### src/rtl/oven_controller.sv
// Oven bake sequencer: latches a bake request, drives target temperature and heat
// level into the temperature model, and counts the bake time down once preheated.
module oven_controller #(
    parameter int TEMP_W        = 10,
    parameter int TIME_W        = 12,
    parameter int TICKS_PER_SEC = 1000,
    parameter int HI_BAND       = 20,
    parameter int MID_BAND      = 8
) (
    input  logic              clk,
    input  logic              rst_n,
    input  logic              start,
    input  logic              cancel,
    input  logic [TEMP_W-1:0] set_temp,
    input  logic [TIME_W-1:0] set_time,
    input  logic [TEMP_W-1:0] current_temp,
    input  logic              preheated,
    output logic [TEMP_W-1:0] target_temp,
    output logic [1:0]        heat,
    output logic [TIME_W-1:0] remaining,
    output logic [1:0]        state,
    output logic              done_pulse,
    output logic              alarm
);

    typedef enum logic [1:0] {
        IDLE    = 2'd0,
        PREHEAT = 2'd1,
        BAKE    = 2'd2,
        DONE    = 2'd3
    } state_t;

    localparam int TICK_W = $clog2(TICKS_PER_SEC);
    localparam logic [TICK_W-1:0] TICK_LAST = TICK_W'(TICKS_PER_SEC - 1);
    localparam logic signed [TEMP_W:0] HI_S   = (TEMP_W+1)'(HI_BAND);
    localparam logic signed [TEMP_W:0] MID_S  = (TEMP_W+1)'(MID_BAND);
    localparam logic signed [TEMP_W:0] ZERO_S = '0;

    state_t            st, st_nx;
    logic [TICK_W-1:0] tick, tick_nx;
    logic [TEMP_W-1:0] target_nx;
    logic [TIME_W-1:0] rem_nx;
    logic [1:0]        heat_nx;
    logic              accept;

    function automatic logic [1:0] heat_level(input logic [TEMP_W-1:0] tgt,
                                              input logic [TEMP_W-1:0] cur);
        logic signed [TEMP_W:0] err;
        err = $signed({1'b0, tgt}) - $signed({1'b0, cur});
        if (err > HI_S)        heat_level = 2'd3;
        else if (err > MID_S)  heat_level = 2'd2;
        else if (err > ZERO_S) heat_level = 2'd1;
        else                   heat_level = 2'd0;
    endfunction

    assign accept = start && !cancel && (st == IDLE || st == DONE) &&
                    (set_temp != '0) && (set_time != '0);

    always_comb begin
        st_nx     = st;
        target_nx = target_temp;
        rem_nx    = remaining;
        tick_nx   = tick;
        if (cancel) begin
            st_nx   = IDLE;
            rem_nx  = '0;
            tick_nx = '0;
        end else begin
            case (st)
                IDLE, DONE: begin
                    if (st == DONE) rem_nx = '0;
                    if (accept) begin
                        st_nx     = PREHEAT;
                        target_nx = set_temp;
                        rem_nx    = set_time;
                        tick_nx   = '0;
                    end
                end
                PREHEAT: begin
                    if (preheated) begin
                        st_nx   = BAKE;
                        tick_nx = '0;
                    end
                end
                BAKE: begin
                    if (tick == TICK_LAST) begin
                        tick_nx = '0;
                        // Saturate at zero; reaching zero ends the bake on this edge
                        if (remaining != '0) rem_nx = remaining - TIME_W'(1);
                        if (remaining <= TIME_W'(1)) st_nx = DONE;
                    end else begin
                        tick_nx = tick + TICK_W'(1);
                    end
                end
                default: st_nx = IDLE;
            endcase
        end
    end

    // Heat tracks the state being entered so it drops to 0 on the same edge as DONE/IDLE
    assign heat_nx = (st_nx == PREHEAT || st_nx == BAKE) ?
                     heat_level(target_nx, current_temp) : 2'd0;

    always_ff @(posedge clk) begin
        if (!rst_n) begin
            st          <= IDLE;
            target_temp <= '0;
            heat        <= 2'd0;
            remaining   <= '0;
            tick        <= '0;
            done_pulse  <= 1'b0;
            alarm       <= 1'b0;
        end else begin
            st          <= st_nx;
            target_temp <= target_nx;
            heat        <= heat_nx;
            remaining   <= rem_nx;
            tick        <= tick_nx;
            done_pulse  <= (st_nx == DONE) && (st != DONE);
            alarm       <= (st_nx == DONE);
        end
    end

    assign state = st;

endmodule
### config.mk
export PLATFORM = sky130hd
export DESIGN_NAME = oven_controller
export DESIGN_NICKNAME = d
export VERILOG_FILES = /design/src/rtl/oven_controller.sv
export SDC_FILE = /design/constraint.sdc
export NUM_CORES = 1
export LEC_CHECK = 0
export ABC_AREA = 0
export CORE_ASPECT_RATIO = 1.5
export CORE_MARGIN = 4
export CORE_UTILIZATION = 50
export CTS_CLUSTER_DIAMETER = 60
export DETAILED_ROUTE_END_ITERATION = 7
export GPL_TIMING_DRIVEN = 1
export HOLD_SLACK_MARGIN = 0.02
export PLACE_DENSITY = 0.81
export SETUP_SLACK_MARGIN = 0.15
export SYNTH_ARGS = -nofsm -noshare
export SYNTH_HDL_FRONTEND = slang
export SYNTH_SLANG_ARGS = --single-unit
### constraint.sdc
create_clock -name clk -period 6.1 [get_ports clk]
set_input_delay 1.83 -clock clk [delete_from_list [all_inputs] [get_ports clk]]
set_output_delay 1.83 -clock clk [all_outputs]
set_load 0.02 [all_outputs]
==> key figures <==
Clocking
  – Cts bufs inserted: 5
  – # H-tree levels: 2
  – Clk sink count: 38
  – Number of buffers inserted by hold repair at cts: 0
  – Post-CTS clock slew at the launch and capture registers of the worst setup and hold paths: 70 ps
  – CTS tree: done
  – Root buffer cell: clkbuf_8
  – Number of buffers inserted to repair setup after CTS: 0
  – Resize count post-CTS: 0
  – Largest buffer count on any clock path: 2
  – Worst-skew pair later-pin latency: 300 ps

Job
  – Total of max-cap violations: 0

Global route
  – Remaining global-route overflow: 0
  – Total global routing track utilization: 0.232
  – Via count of the first global-routing pass: ~2600
  – Largest net degree at the start of global routing: 30
  – Global-route wire length before repair: 12.0 mm
  – Number of antenna violations at the first check in global routing: 0

Power and ir drop
  – Internal portion of total power: roughly 430 uW
  – Sequential Power Share: 0.415
  – Share of total power consumed by net switching: 0.313
  – Power share of the clock group: 0.298
  – Switching component of the power: a little under 200 uW
  – Part of the total power dissipated in combinational logic: 0.288
  – Peak supply drop: 0.000110 V
  – Power Density: about 180 mW/mm^2
  – Leakage component of the power: 1.35 nW

Detailed routing
  – Via density: 5.87
  – Detailed-routing iteration count for the pre-antenna-repair pass: 5
  – Vias post-DR: 2651
  – Drc violations: 0
  – Post-DR wirelength/cell: about 16 um
  – Sum of routed wire length over all layers: 7.29 mm
  – 1st-iter DRT viols: ~220
  – Final ANT Viol Nets: 0

Synth
  – Gate count after technology mapping: 321
  – Count of yosys warnings during synthesis: 0
  – Average instance area after synthesis: 8.38 um^2
  – Largest cells by area after synthesis: dfxtp_1, ha_1, nand2_1
  – Most area-hungry cell type in the Yosys netlist: dfxtp_1
  – Number of synthesized flops with an enable pin: 0
  – Number of flip-flops and latches in the synthesized netlist: 38
  – Syn nets: between 300 and 400
  – Synthesized cell area: 0.00269 mm^2
  – Share of async-settable or async-resettable flops after synthesis: 0
  – Most frequently used flop master after synthesis: dfxtp_1
  – Fraction of post-synthesis cell area in the top cell type by area: 0.283
  – Number of different library cells in the post-synthesis netlist: 66
  – Sequential element share of the synthesized area: 0.283

STA
  – Worst setup skew after layout: between 10 and 15 ps
  – Setup TNS Final: 0 ps
  – Count of pins over their slew limit: 0
  – Number of hold violations in the final report: 0
  – Max Clock Freq: 0.187 GHz
  – Slew of the pin with the lowest slew margin: around 1000 ps
  – Endpoints failing setup: 0
  – RSZ-0062 raised after global routing: false
  – Worst slew margin: 0.306
  – Final period demand of the worst path: around 5300 ps
  – Post-route fraction of the period consumed by the critical path: 0.875

Worst setup path
  – Endpoint class of the critical path: flip-flop
  – Worst setup path class: in2reg
  – Data arrival time of the worst path: approximately 5500 ps
  – Maximum fanout count along the critical path: 7
  – Type of element launching the critical path: input pin
  – R2R Setup Slk: 1950 ps
  – Required @ worst endpoint: 6260 ps

Cells and area
  – Utilization after layout: 0.669
  – Total Nets Final: 439
  – Signed area change from the synthesized netlist to the final layout: 28.5%
  – Proportion of layout cells with a drive suffix above 1: 0.0885
  – Number of antenna repair diodes: 0

Floorplanning
  – Placement row count: 32
  – Area of the die: 0.00664 mm^2
  – Chip width: around 68 um
  – Chip height: 97.8 um
  – Number of placed I/O pins: 65
  – Floorplan Core Area: ~0.0052 mm^2
  – Starting utilization of the core area: 0.521

Worst hold path
  – Worst hold path class: reg2reg

Placement
  – Count of port buffers added during placement: between 60 and 70
  – Detailed Place HPWL: 5.70 mm
  – Placer Congestion: 0.935

Status
  – Outcome: completed
cells in the mapped netlist, drive strengths merged, types with 8 or more instances:
cell / instances
dfxtp: 38
nand2: 30
nor2: 30
inv: 19
ha: 18
and2: 14
o21ai: 14
a21oi: 12
nand3: 11
xnor2: 10
mux2: 8
nor3: 8
registers in the layout, summed over array words and instances, names as in the netlist:
| register | count |
|---|---|
| tick | 10 |
| remaining | 12 |
| heat | 2 |
| done_pulse | 1 |
| alarm | 1 |
| state | 2 |
| target_temp | 10 |
power groups by stage:
stage,clock network (mW),logic [mW],registers (mW)
after detailed placement,0,0.177,0.265
after floorplan,0,0.108,0.271
after global routing,0.199,0.197,0.260
after CTS,0.186,0.178,0.259
final,0.186,0.180,0.259
after global placement,0,0.174,0.265
kinds of logic after synthesis:
group / count (synthesis) / synth area share
flops: 38 / 0.283
fa+ha+maj: 20 / 0.0949
mux: 13 / 0.0521
simple gates: 134 / 0.272
buf+inv: 30 / 0.0507
compound gates: 72 / 0.202
xor+xnor: 14 / 0.0456
area by class of cell:
class	instances	area (um^2)
Clock inverter	1	5.00
Clock buffer	7	86.3
Timing Repair Buffer	66	656
Multi-Input combinational cell	253	1790
Fill cell	435	1710
Inverter	19	71.3
Tap cell	68	85.1
Sequential cell	38	761
per-stage QoR:
stage	cell area (um^2)	std cells	power (mW)	hold slack [ps]	setup WS (ps)
2_1_floorplan	2690	321	0.379	475	1300
3_5_place_dp	3370	444	0.442	506	443
3_3_place_gp	3370	444	0.439	494	570
4_1_cts	3460	452	0.624	518	728
5_1_grt	3460	452	0.655	567	504
6_report	3460	452	0.625	521	761
metal layers:
| layer | vias to the layer above | track usage | part of all wire |
|---|---|---|---|
| li1 | 1281 | - | - |
| met1 | 1255 | 0.267 | 0.38 |
| met2 | 101 | 0.418 | 0.55 |
| met3 | 14 | 0.0242 | 0.049 |
| met4 | 0 | 0.0965 | 0.022 |
| met5 | - | 0 | 0 |
layout by cell type (no fill, tap or decap), types with 3 or more instances in the layout:
master,n
o21ai_0,11
nor3b_1,4
clkbuf_8,6
a31o_1,3
xor2_1,4
and3_1,3
a31oi_1,5
nand2_1,30
a21boi_0,3
a221oi_1,3
mux2i_1,5
mux2_2,8
ha_1,18
nor3_1,7
nand2b_1,6
nor2b_1,7
o21bai_1,3
o31ai_1,3
clkdlybuf4s50_1,64
inv_1,19
dfxtp_1,38
nor2_1,30
nor4_1,3
xnor2_1,10
a211oi_1,3
nand4_1,4
a21oi_1,11
nand3_1,11
and2_1,14
critical path, cell delays in order:
cell and delay, ps:
clkdlybuf4s50_1 420, nor4_1 430, nand3_1 210, nand2_1 320, buf_4 220, mux2_2 350
ha_1 340, and2_1 170, o2111ai_1 130, a31oi_1 140, or4_1 470, a211oi_1 340
a31oi_1 120
path summary, 6_finish.rpt:
| check | start | to | depth (start not counted) |
|---|---|---|---|
| min reg2reg | remaining[7] | remaining[7] | 2 |
| min | remaining[7] | remaining[7] | 2 |
| max reg2reg | state[0] | heat[1] | 14 |
| max | set_time[7] | heat[1] | 13 |
(Power assumes the default switching activity.)
